## config.mk

```make
export PLATFORM = sky130hd
export DESIGN_NAME = text_console_flat
export DESIGN_NICKNAME = d
export VERILOG_FILES = /design/src/rtl/text_console_pkg.sv /design/src/rtl/text_console_if.sv /design/src/rtl/text_console_cell_sweeper.sv /design/src/rtl/text_console.sv /design/src/flat_wrapper.sv
export SDC_FILE = /design/constraint.sdc
export NUM_CORES = 1
export LEC_CHECK = 0
export ABC_CLOCK_PERIOD_IN_PS = 4950
export CORE_ASPECT_RATIO = 1.25
export CORE_MARGIN = 5
export CORE_UTILIZATION = 45
export DETAILED_ROUTE_END_ITERATION = 10
export PLACE_DENSITY = 0.7
export SLEW_MARGIN = 20
export SYNTH_ARGS = -nofsm -noshare
export SYNTH_HDL_FRONTEND = slang
export SYNTH_SLANG_ARGS = --single-unit
```

## constraint.sdc

```tcl
create_clock -name clk_i -period 4.95 [get_ports clk_i]
set_input_delay 0.7425 -clock clk_i [delete_from_list [all_inputs] [get_ports clk_i]]
set_output_delay 0.7425 -clock clk_i [all_outputs]
set_load 0.01 [all_outputs]
```

## src/rtl/text_console_pkg.sv

```systemverilog
// Shared types and constants for the text console: FSM states, control bytes,
// default screen geometry and the VRAM cell address packing.
package text_console_pkg;

  localparam int TEXT_COLS = 80;
  localparam int TEXT_ROWS = 30;
  localparam int COL_W     = 7;
  localparam int ROW_W     = 5;
  localparam int ADDR_W    = ROW_W + COL_W;

  localparam logic [7:0] ASCII_BS = 8'h08;
  localparam logic [7:0] ASCII_LF = 8'h0A;
  localparam logic [7:0] ASCII_FF = 8'h0C;
  localparam logic [7:0] ASCII_CR = 8'h0D;

  typedef enum logic [2:0] {
    IDLE,
    WRITE,
    SCROLL_RD,
    SCROLL_WR,
    SCROLL_CLR,
    CLR_ALL
  } console_state_t;

  // Row stride is fixed at 128 cells regardless of the visible column count.
  function automatic logic [ADDR_W-1:0] cell_addr(input logic [ROW_W-1:0] row,
                                                  input logic [COL_W-1:0] col);
    return {row, col};
  endfunction

endpackage

```

## src/rtl/text_console_if.sv

```systemverilog
// Byte stream and VRAM port bundle of the text console; master is the console,
// slave is the surrounding system (producer plus VRAM).
interface text_console_if;
  import text_console_pkg::*;

  logic [7:0]        char_i;
  logic              char_valid_i;
  logic              char_ready_o;
  logic [ADDR_W-1:0] vram_addr_o;
  logic              vram_we_o;
  logic [7:0]        vram_wdata_o;
  logic [7:0]        vram_rdata_i;
  logic [COL_W-1:0]  cursor_x_o;
  logic [ROW_W-1:0]  cursor_y_o;
  logic              busy_o;

  modport master (
    input  char_i, char_valid_i, vram_rdata_i,
    output char_ready_o, vram_addr_o, vram_we_o, vram_wdata_o,
    output cursor_x_o, cursor_y_o, busy_o
  );

  modport slave (
    output char_i, char_valid_i, vram_rdata_i,
    input  char_ready_o, vram_addr_o, vram_we_o, vram_wdata_o,
    input  cursor_x_o, cursor_y_o, busy_o
  );

endinterface

```

## src/rtl/text_console_cell_sweeper.sv

```systemverilog
// Row-major cell counter used by the scroll and clear sweeps; start loads a
// first row at column 0, done flags the last visible cell.
module text_console_cell_sweeper
  import text_console_pkg::*;
#(
  parameter int COLS = TEXT_COLS,
  parameter int ROWS = TEXT_ROWS
) (
  input  logic             clk_i,
  input  logic             reset_i,
  input  logic             start,
  input  logic [ROW_W-1:0] first_row,
  input  logic             step,
  output logic [ROW_W-1:0] row,
  output logic [COL_W-1:0] col,
  output logic             done
);

  localparam logic [COL_W-1:0] LAST_COL = COL_W'(COLS - 1);
  localparam logic [ROW_W-1:0] LAST_ROW = ROW_W'(ROWS - 1);

  // Reset parks the counter at the origin so the power-up clear starts there.
  always_ff @(posedge clk_i or posedge reset_i) begin
    if (reset_i) begin
      row <= '0;
      col <= '0;
    end else if (start) begin
      row <= first_row;
      col <= '0;
    end else if (step) begin
      if (col == LAST_COL) begin
        col <= '0;
        row <= row + ROW_W'(1);
      end else begin
        col <= col + COL_W'(1);
      end
    end
  end

  assign done = (row == LAST_ROW) && (col == LAST_COL);

endmodule

```

## src/rtl/text_console.sv

```systemverilog
// Character stream front end for the text-mode VRAM: cursor handling, control
// codes, one-line scroll by row copy and full-screen clear.
module text_console
  import text_console_pkg::*;
#(
  parameter int         COLS      = TEXT_COLS,
  parameter int         ROWS      = TEXT_ROWS,
  parameter logic [7:0] FILL_CHAR = 8'h20
) (
  input  logic clk_i,
  input  logic reset_i,
  text_console_if.master bus
);

  localparam logic [COL_W-1:0] LAST_COL = COL_W'(COLS - 1);
  localparam logic [ROW_W-1:0] LAST_ROW = ROW_W'(ROWS - 1);

  console_state_t   state_q;
  logic [COL_W-1:0] x_q;
  logic [ROW_W-1:0] y_q;
  logic [7:0]       data_q;
  logic             bs_q;

  logic             accept;
  logic             sw_start;
  logic [ROW_W-1:0] sw_first_row;
  logic             sw_step;
  logic [ROW_W-1:0] sw_row;
  logic [COL_W-1:0] sw_col;
  logic             sw_done;

  assign accept = bus.char_valid_i && (state_q == IDLE);

  text_console_cell_sweeper #(
    .COLS (COLS),
    .ROWS (ROWS)
  ) u_cell_sweeper (
    .clk_i     (clk_i),
    .reset_i   (reset_i),
    .start     (sw_start),
    .first_row (sw_first_row),
    .step      (sw_step),
    .row       (sw_row),
    .col       (sw_col),
    .done      (sw_done)
  );

  // The sweeper is loaded on the cycle that enters a sweep so its first cell is ready.
  always_comb begin
    sw_start     = 1'b0;
    sw_first_row = '0;
    sw_step      = 1'b0;
    case (state_q)
      IDLE: begin
        if (accept && (bus.char_i == ASCII_LF) && (y_q == LAST_ROW)) begin
          sw_start     = 1'b1;
          sw_first_row = ROW_W'(1);
        end else if (accept && (bus.char_i == ASCII_FF)) begin
          sw_start = 1'b1;
        end
      end
      WRITE: begin
        if (!bs_q && (x_q == LAST_COL) && (y_q == LAST_ROW)) begin
          sw_start     = 1'b1;
          sw_first_row = ROW_W'(1);
        end
      end
      SCROLL_WR: begin
        if (sw_done) begin
          sw_start     = 1'b1;
          sw_first_row = LAST_ROW;
        end else begin
          sw_step = 1'b1;
        end
      end
      SCROLL_CLR, CLR_ALL: sw_step = !sw_done;
      default: ;
    endcase
  end

  always_ff @(posedge clk_i or posedge reset_i) begin
    if (reset_i) begin
      state_q <= CLR_ALL;
      x_q     <= '0;
      y_q     <= '0;
      data_q  <= FILL_CHAR;
      bs_q    <= 1'b0;
    end else begin
      case (state_q)
        IDLE: begin
          if (accept) begin
            case (bus.char_i)
              ASCII_CR: x_q <= '0;
              ASCII_LF: begin
                x_q <= '0;
                if (y_q < LAST_ROW) y_q <= y_q + ROW_W'(1);
                else                state_q <= SCROLL_RD;
              end
              ASCII_BS: begin
                if (x_q != '0) begin
                  x_q     <= x_q - COL_W'(1);
                  data_q  <= FILL_CHAR;
                  bs_q    <= 1'b1;
                  state_q <= WRITE;
                end
              end
              ASCII_FF: state_q <= CLR_ALL;
              default: begin
                data_q  <= bus.char_i;
                bs_q    <= 1'b0;
                state_q <= WRITE;
              end
            endcase
          end
        end
        WRITE: begin
          state_q <= IDLE;
          if (!bs_q) begin
            if (x_q < LAST_COL) begin
              x_q <= x_q + COL_W'(1);
            end else begin
              x_q <= '0;
              if (y_q < LAST_ROW) y_q <= y_q + ROW_W'(1);
              else                state_q <= SCROLL_RD;
            end
          end
        end
        SCROLL_RD: state_q <= SCROLL_WR;
        SCROLL_WR: state_q <= sw_done ? SCROLL_CLR : SCROLL_RD;
        SCROLL_CLR: begin
          if (sw_done) begin
            state_q <= IDLE;
            x_q     <= '0;
            y_q     <= LAST_ROW;
          end
        end
        CLR_ALL: begin
          if (sw_done) begin
            state_q <= IDLE;
            x_q     <= '0;
            y_q     <= '0;
          end
        end
        default: state_q <= CLR_ALL;
      endcase
    end
  end

  // Reset gates the write strobe directly so an aborted sweep stops writing at once.
  always_comb begin
    bus.vram_addr_o  = cell_addr(y_q, x_q);
    bus.vram_we_o    = 1'b0;
    bus.vram_wdata_o = FILL_CHAR;
    case (state_q)
      WRITE: begin
        bus.vram_we_o    = 1'b1;
        bus.vram_wdata_o = data_q;
      end
      SCROLL_RD: bus.vram_addr_o = cell_addr(sw_row, sw_col);
      SCROLL_WR: begin
        bus.vram_addr_o  = cell_addr(sw_row - ROW_W'(1), sw_col);
        bus.vram_we_o    = 1'b1;
        bus.vram_wdata_o = bus.vram_rdata_i;
      end
      SCROLL_CLR, CLR_ALL: begin
        bus.vram_addr_o = cell_addr(sw_row, sw_col);
        bus.vram_we_o   = 1'b1;
      end
      default: ;
    endcase
    if (reset_i) bus.vram_we_o = 1'b0;
  end

  assign bus.char_ready_o = (state_q == IDLE);
  assign bus.busy_o       = (state_q == SCROLL_RD) || (state_q == SCROLL_WR) ||
                            (state_q == SCROLL_CLR) || (state_q == CLR_ALL);
  assign bus.cursor_x_o   = x_q;
  assign bus.cursor_y_o   = y_q;

endmodule
```

## src/flat_wrapper.sv

```systemverilog
// flat-port wrapper written by rule: the top's interface ports become plain ports
module text_console_flat import text_console_pkg::*;
#(
  parameter int         COLS      = TEXT_COLS,
  parameter int         ROWS      = TEXT_ROWS,
  parameter logic [7:0] FILL_CHAR = 8'h20
)
  (clk_i, reset_i, bus_char_i, bus_char_valid_i, bus_vram_rdata_i, bus_char_ready_o, bus_vram_addr_o, bus_vram_we_o, bus_vram_wdata_o, bus_cursor_x_o, bus_cursor_y_o, bus_busy_o);
  text_console_if bus_i ();
  input  logic clk_i;
  input  logic reset_i;
  input wire logic [$bits(bus_i.char_i)-1:0] bus_char_i;
  input wire logic [$bits(bus_i.char_valid_i)-1:0] bus_char_valid_i;
  input wire logic [$bits(bus_i.vram_rdata_i)-1:0] bus_vram_rdata_i;
  output wire logic [$bits(bus_i.char_ready_o)-1:0] bus_char_ready_o;
  output wire logic [$bits(bus_i.vram_addr_o)-1:0] bus_vram_addr_o;
  output wire logic [$bits(bus_i.vram_we_o)-1:0] bus_vram_we_o;
  output wire logic [$bits(bus_i.vram_wdata_o)-1:0] bus_vram_wdata_o;
  output wire logic [$bits(bus_i.cursor_x_o)-1:0] bus_cursor_x_o;
  output wire logic [$bits(bus_i.cursor_y_o)-1:0] bus_cursor_y_o;
  output wire logic [$bits(bus_i.busy_o)-1:0] bus_busy_o;
  assign bus_i.char_i = bus_char_i;
  assign bus_i.char_valid_i = bus_char_valid_i;
  assign bus_i.vram_rdata_i = bus_vram_rdata_i;
  assign bus_char_ready_o = bus_i.char_ready_o;
  assign bus_vram_addr_o = bus_i.vram_addr_o;
  assign bus_vram_we_o = bus_i.vram_we_o;
  assign bus_vram_wdata_o = bus_i.vram_wdata_o;
  assign bus_cursor_x_o = bus_i.cursor_x_o;
  assign bus_cursor_y_o = bus_i.cursor_y_o;
  assign bus_busy_o = bus_i.busy_o;
  text_console #(.COLS(COLS), .ROWS(ROWS), .FILL_CHAR(FILL_CHAR)) u_core (.clk_i(clk_i), .reset_i(reset_i), .bus(bus_i));
endmodule
```

* Word level (Yosys, flattened, before mapping)
Index checks and enable logic that the tools add are counted.
** Word-level totals
- Flip-flop bits (word level) :: 36
- Output and inout port bits :: 35
- Word-level logic and storage cells :: 119
** Operators by class
- Add/subtract/negate cells :: 6
- Order comparisons :: 2
- Equal/unequal tests :: 25
- Multiplexer cells :: 50
- Bitwise logic cells :: 1
- Reduce and logical (&&, ||, !) cells :: 28
** Operators by type and width (count)
- 7-bit two-way mux :: 8
- 5-bit two-way mux :: 11
- 8-bit by 4-bit == test with 1-bit output, second input constant :: 4
- 8-bit one-hot mux with 2 select lines :: 2
- 12-bit one-hot mux with 2 select lines :: 1
- 3-bit two-way mux :: 7
- 7-bit one-hot mux with 3 select lines :: 1
- 5-bit one-hot mux with 4 select lines :: 1
- 3-bit one-hot mux with 5 select lines :: 1
- 5-bit one-hot mux with 3 select lines :: 1
- 7-bit by 1-bit adder with 7-bit output, second input constant :: 2
- 7-bit == test, second input constant :: 2
- 7-bit one-hot mux with 2 select lines :: 1
- 2-bit by 1-bit != test with 1-bit output, second input constant :: 6
- 3-bit one-hot mux with 4 select lines :: 1
- 5-bit by 1-bit adder with 5-bit output, second input constant :: 2
- 5-bit == test, second input constant :: 2
- 1-bit two-way mux :: 10
- 8-bit two-way mux :: 1
- 1-bit logical AND :: 7
- 7-bit < comparator, second input constant :: 1
- 7-bit AND reduction :: 1
- 7-bit nonzero test :: 1
- 7-bit by 1-bit subtractor with 7-bit output, second input constant :: 1
- other kinds (25) :: 37

* Longest topological paths before layout
Gate-level depths: netlist (run 1).
- Word-level depth :: 8
- Depth in mapped cells :: 8
- Depth with buffers taken out :: 7

* By module
From an unflattened synthesis (run 1), not the netlist that was laid out.
** Unflattened totals
- Cell total of the unflattened synthesis :: 355
- Area total of the unflattened synthesis :: 2914.0 um^2
** Modules (own cells, without submodules)
- text_console :: times used 1, cells each 276, area each 2187.1 um^2, sequential area each 604.3 um^2
- text_console_cell_sweeper :: times used 1, cells each 79, area each 726.9 um^2, sequential area each 300.3 um^2

* Least setup slack after synthesis (run 1)
No wires, ideal clock.
- Kind :: register to output
- From :: reg u_core.state_q[2]
- To :: out bus_vram_addr_o[0]
- Arrival :: 1.927 ns
- Required time :: 4.208 ns
- Slack :: 2.281 ns
- Cell stages (with the launch flop) :: 7
- Path buffers :: 2
- Path through :: dfstp_2 > buf_2 > buf_1 > nor2b_1 > nor2_1 > clkinv_1 > o21ai_0
** On the way
- Cells in the longest elaborated chain, start to end :: 3
- Elaborated cells on any way between the ends :: 6
- Those cells by class :: eq/ne: 4; mux: 1; reduce/logical: 1
** RTL lines
- start, declared :: RTL line text_console.sv:18 : console_state_t state_q;
- start signal, assigned :: RTL line text_console.sv:129 : SCROLL_WR: state_q <= sw_done ? SCROLL_CLR : SCROLL_RD;
- 3-bit == test or 3-bit by 2-bit == test with 1-bit output (tied branches) :: RTL line text_console.sv:154 : case (state_q)
- 3-bit OR reduction (no source line)
- 12-bit one-hot mux with 2 select lines * :: RTL line text_console.sv:154
- end, declared :: RTL line flat_wrapper.sv:16 : output wire logic [$bits(bus_i.vram_addr_o)-1:0] bus_vram_addr_o;
Mark *: on every way between the ends. The rest lies on a longest branch, timed or not.

* Final worst setup path (run 1)
- From :: reg u_core.state_q[2]
- To :: out bus_vram_addr_o[1]
Same word-level chain as after synthesis.

==> metrics, run 1 <==
hold buffer count at cts=0; global-route wire length before repair=between 10000 and 15000 um; Setup crit start kind=flop; Max Freq=about 270 MHz; Syn Nets=between 300 and 400; Clk network pwr share=0.416; sequential area share after synthesis=0.306; setup_tns=0 ns; Post-Synthesis Cells=345; relative slew slack=0.523; CTS tree=built; asr flop ratio synth=1.00; GPL Wtd Cong=0.889; port bufs=between 50 and 60; Ant. Diodes=0; CP endpoint kind=output pin; Final #Nets=415; post-synth cell types=between 70 and 80; skew final=0.00805 ns; Congestion Overflow GR=0; sequential power share=0.515; DP HPWL=~5700 um; Core Region=approximately 6500 um2; ys flop type=dfrtp_1; Worst Path Max Fanout=27; Sw Share=0.231; CP Class=reg2out; Tightest Pin Transition=0.714 ns; min-delay worst type=reg2reg; routed len/inst=16.7 um; internal power=roughly 0.44 mW; number of CTS-inserted buffers=5; Peak VDD IR=0.108 mV; # setup viols final=0; most frequent cell after synthesis=dfrtp_1; layout cell share with drive strength beyond 1=0.0928; number of global-route vias before repair=between 2000 and 3000; total wire length=a little under 8000 um; Fin. Hold Viols=0; antenna viol nets, final=0; Synth Warn #=0; Initial DRT Pass Iterations=4; CTS resizes=0; Via Count=2854; num rows=33; IO Count=54; ranking of synthesized cells by area=dfrtp_1, mux2i_1, nor2_1, ha_1, nand2_1; Synth Area per Inst=between 8 and 9 um2; H-tree levels=2; status=finished clean; area share of the largest cell type after synthesis=0.279; Die X-Extent=around 83 um; FF-to-FF path depth=6; Max-Cap Viols=0; initial antenna violation count=0; Worst Hold Depth=2; Power Density=around 160 nW/um2; area delta synth->final=22.2%; drt drc=0; arrival time worst endpoint=3.01 ns; clock transition at the registers of the reported paths=~0.07 ns; Die ar.=8310 um2; leakage=between 1 and 1.5 nW; CTS root buffer=clkbuf_8; largest net degree at the start of global routing=37; clock latency on the worst-skew pair=0.30 ns; Comb power frac=0.069; Slew Limit Fails=0; fin crit share=0.757; Synth Cell Area=between 2000 and 3000 um2; chip height=a little over 100 um; commonest cells in the netlist=dfrtp_1, nor2_1, nand2_1; GRT Total Usage=0.203; Final min period=~3.7 ns; number of synthesized flops with an enable pin=0; vias per inst=6.01; largest area contributor in the netlist=dfrtp_1; fin cells=between 400 and 500; Post-CTS Setup Inserts=0; CP required=roughly 4.2 ns; Tot Pwr=around 0.58 mW; clk buf depth=2; P_sw=0.133 mW; clk sinks=36; cell count after placement=between 400 and 500; RSZ-0062 raised after global routing=no; #FFs+latches synth=36; Starting Density=0.456; DR iter-0 viols=142
[cell usage in the layout (no fill, tap or decap), types with 3 or more instances in the layout]
master,n
nand4_1,7
nor3b_1,3
and2_1,7
dfrtp_1,33
nand2_1,27
o21a_1,3
mux2_2,8
a22o_1,5
and3_1,7
nand3_1,11
inv_1,13
nor2_1,31
o211ai_1,6
o21ai_0,19
nand2b_1,5
dfstp_2,3
or4_1,3
a31oi_1,9
a21oi_1,16
clkbuf_8,7
o22ai_1,5
o211a_1,3
mux2i_1,13
nor3_1,6
clkdlybuf4s50_1,53
nor2b_1,10
a221o_1,3
o22a_1,3
ha_1,9
xnor2_1,4
buf_4,3
or3_1,3
[sequential cells by signal, indices dropped and copies added, names as in the netlist]
signal and flops:
u_core.data_q 8, u_core.bus.cursor_x_o 7, u_core.u_cell_sweeper.col 7, u_core.bus.cursor_y_o 5, u_core.u_cell_sweeper.row 5, u_core.state_q 3, u_core.bs_q 1
[kinds of logic (layout without fill, tap and decap cells)]
family                     after synthesis  count (layout)  share of synthesized area
DFF                                     36              36                      0.306
xor gates and xnor gates                 6               6                     0.0178
muxes                                   21              21                     0.0744
and+or+nand+nor                        138             138                      0.267
AOI/OAI and AO/OA                      100             100                      0.244
buffers and inverters                   35              78                     0.0529
adders and majority gates                9               9                     0.0381
[critical path, stage by stage (launching register included)]
cell and delay, ns:
dfstp_2 0.85, nor2b_1 0.65, nor2_1 0.27, clkinv_1 0.20, nand2_1 0.07, o21ai_0 0.08
clkdlybuf4s50_1 0.58
[power by group through the flow]
stage	sequential, mW	combinational (mW)	clock (mW)
global route	0.298	0.0441	0.257
CTS	0.298	0.0403	0.246
detailed placement	0.304	0.0401	0
floorplan	0.303	0.0180	0
finish	0.298	0.0398	0.240
global placement	0.304	0.0396	0
[area by class of cell]
| class | count | area (um2) |
|---|---|---|
| repair buffers | 56 | 553 |
| well taps | 87 | 109 |
| clock buffers | 8 | 100 |
| multi-input cells | 274 | 1900 |
| flip-flops and latches | 36 | 905 |
| fillers | 644 | 2870 |
| inverters | 14 | 52.6 |
[metrics by stage]
step                area (um2)  worst slack, ns   util  hold WS (ns)
floorplan                 2960             2.28      -         0.453
global placement          3520             1.66  0.543         0.469
detailed placement        3520             1.56  0.543         0.475
CTS                       3620             1.22  0.558         0.487
global route              3620            0.951  0.558         0.513
finish                    3620             1.20  0.558         0.478
[path summary, 6_finish.rpt]
| path | from | to | slack [ns] |
|---|---|---|---|
| hold reg to reg | u_core.data_q[5] | u_core.data_q[5] | 0.48 |
| max in group asynchronous | reset_i | u_core.state_q[2] | 3.69 |
| hold / removal | u_core.data_q[5] | u_core.data_q[5] | 0.48 |
| setup / recovery | u_core.state_q[2] | bus_vram_addr_o[1] | 1.20 |
| min in group asynchronous | reset_i | u_core.bus.cursor_y_o[1] | 0.91 |
| setup reg to reg | u_core.state_q[2] | u_core.u_cell_sweeper.col[6] | 2.28 |
[layer usage]
layer	vias up	wire length (um)	share of wire	global-route usage
met3	10	412	0.052	0.0322
li1	1377	-	-	-
met5	-	0	0	0
met1	1374	3510	0.44	0.276
met4	0	113	0.014	0.0642
met2	93	3900	0.49	0.326
Power figures use the tool's default switching activity.
==> run 2: changes to the inputs <==
- ABC_CLOCK_PERIOD_IN_PS: 4950 -> 3200
- PLACE_DENSITY: 0.7 -> 0.73
- clock period: 4.95 -> 3.2 ns (I/O delays scaled with it)
==> metrics, run 2 (same netlist as run 1, synthesis figures left out) <==
status=finished clean; Sw Share=0.219; IO Count=54; Power Density=241 nW/um2; initial antenna violation count=0; clk sinks=36; H-tree levels=2; port bufs=53; setup_tns=0 ns; Die X-Extent=a little over 80 um; Largest register FFs=8; number of global-route vias before repair=around 2800; Max Freq=337 MHz; area delta synth->final=23.3%; DR iter-0 viols=190; DP HPWL=5850 um; CTS resizes=0; vias per inst=a little over 6; CTS root buffer=clkbuf_8; Slew Limit Fails=0; arrival time worst endpoint=2.49 ns; skew final=0.00780 ns; Starting Density=0.456; Post-Route M1 WL=around 3600 um; number of fillers in the final layout=between 600 and 700; Die ar.=about 8300 um2; Via Count=about 2900; CP Class=reg2out; clk buf depth=2; Final min period=a little under 3 ns; cell count after placement=between 400 and 500; Reg with most FFs=u_core.data_q; chip height=101 um; global-route wire length before repair=around 13000 um; hold buffer count at cts=0; Setup crit start kind=flop; largest net degree at the start of global routing=20; number of CTS-inserted buffers=5; CTS tree=built; GPL Wtd Cong=around 0.86; clock transition at the registers of the reported paths=0.07 ns; most frequent cells in the layout=clkdlybuf4s50_1, dfrtp_1, nor2_1; routed len/inst=around 17 um; # setup viols final=0; Clk network pwr share=0.407; WL met3=between 400 and 500 um; min-delay worst type=reg2reg; multi-input logic area=between 1500 and 2000 um2; Congestion Overflow GR=0; DR top layer=met4; metal2 WL=3940 um; antenna viol nets, final=0; CP endpoint kind=output pin; Tightest Pin Transition=between 0.7 and 0.8 ns; clock latency on the worst-skew pair=approximately 0.29 ns; Final #Nets=around 420; fin crit share=0.928; layout cell share with drive strength beyond 1=0.102; Max-Cap Viols=0; num rows=33; Peak VDD IR=between 0.1 and 0.15 mV; GRT Total Usage=0.202; Initial DRT Pass Iterations=4; sequential power share=0.524; leakage=between 1 and 1.5 nW; Fin. Hold Viols=0; drt drc=0; Ant. Diodes=0; fin cells=approximately 480; Worst Path Max Fanout=16; commonest non-fill, non-tap cell in the layout=clkdlybuf4s50_1; Core Region=about 6500 um2; register area=just over 900 um2; RSZ-0062 raised after global routing=no; internal power=about 0.7 mW; Post-CTS Setup Inserts=0; Comb power frac=0.070; CP required=between 2 and 3 ns; P_sw=between 0.15 and 0.2 mW; total wire length=approximately 8000 um; relative slew slack=0.514
-- run 2: changes by cell type in the layout (fill, tap and decap cells not counted), sizes merged --
cell | previous run | this run
buf | 3 | 7
-- run 2: through the flow --
stage          utilization  total power, mW  area [um2]  hold WS, ns  worst slack, ns
5_1_grt              0.563            0.915        3650        0.507           0.0324
3_3_place_gp         0.547            0.530        3550        0.469            0.593
2_1_floorplan            -            0.497        2960        0.453            0.793
3_5_place_dp         0.547            0.532        3550        0.469            0.510
6_report             0.563            0.881        3650        0.481            0.230
4_1_cts              0.563            0.891        3650        0.479            0.254
-- run 2: metal layers --
| metal | track usage | vias up |
|---|---|---|
| met5 | 0 | - |
| met3 | 0.0322 | 6 |
| li1 | - | 1380 |
| met1 | 0.265 | 1417 |
| met2 | 0.339 | 90 |
| met4 | 0.0604 | 0 |
-- run 2: worst max-delay path, stage by stage (launching register included) --
cell and delay [ns]:
dfstp_2 0.67, nor2b_1 0.09, nor2_1 0.33, clkinv_1 0.29, o21ai_0 0.25, clkdlybuf4s50_1 0.57
-- run 2: power groups by stage --
stage	Combinational [mW]	Clock (mW)	Sequential (mW)
after floorplan	0.0278	0	0.469
after global placement	0.0607	0	0.470
after detailed placement	0.0621	0	0.470
after CTS	0.0624	0.367	0.461
after global routing	0.0679	0.386	0.461
final	0.0614	0.358	0.461
-- run 2: final cells by class --
type / count / area share
multi-input cells: 274 / 0.520
clock buffers: 8 / 0.0274
inverters: 14 / 0.0144
flip-flops and latches: 36 / 0.248
repair buffers: 60 / 0.160
well taps: 87 / 0.0298
-- run 2: final timing paths --
kind | start | endpoint | slack (ns) | cells past startpoint
setup / recovery | u_core.state_q[2] | bus_vram_addr_o[6] | 0.23 | 5
hold / removal | u_core.data_q[5] | u_core.data_q[5] | 0.48 | 2
setup reg to reg | u_core.bus.cursor_x_o[0] | u_core.data_q[1] | 0.84 | 7
hold reg to reg | u_core.data_q[5] | u_core.data_q[5] | 0.48 | 2
max in group asynchronous | reset_i | u_core.state_q[2] | 1.75 | 3
min in group asynchronous | reset_i | u_core.data_q[2] | 0.65 | 2
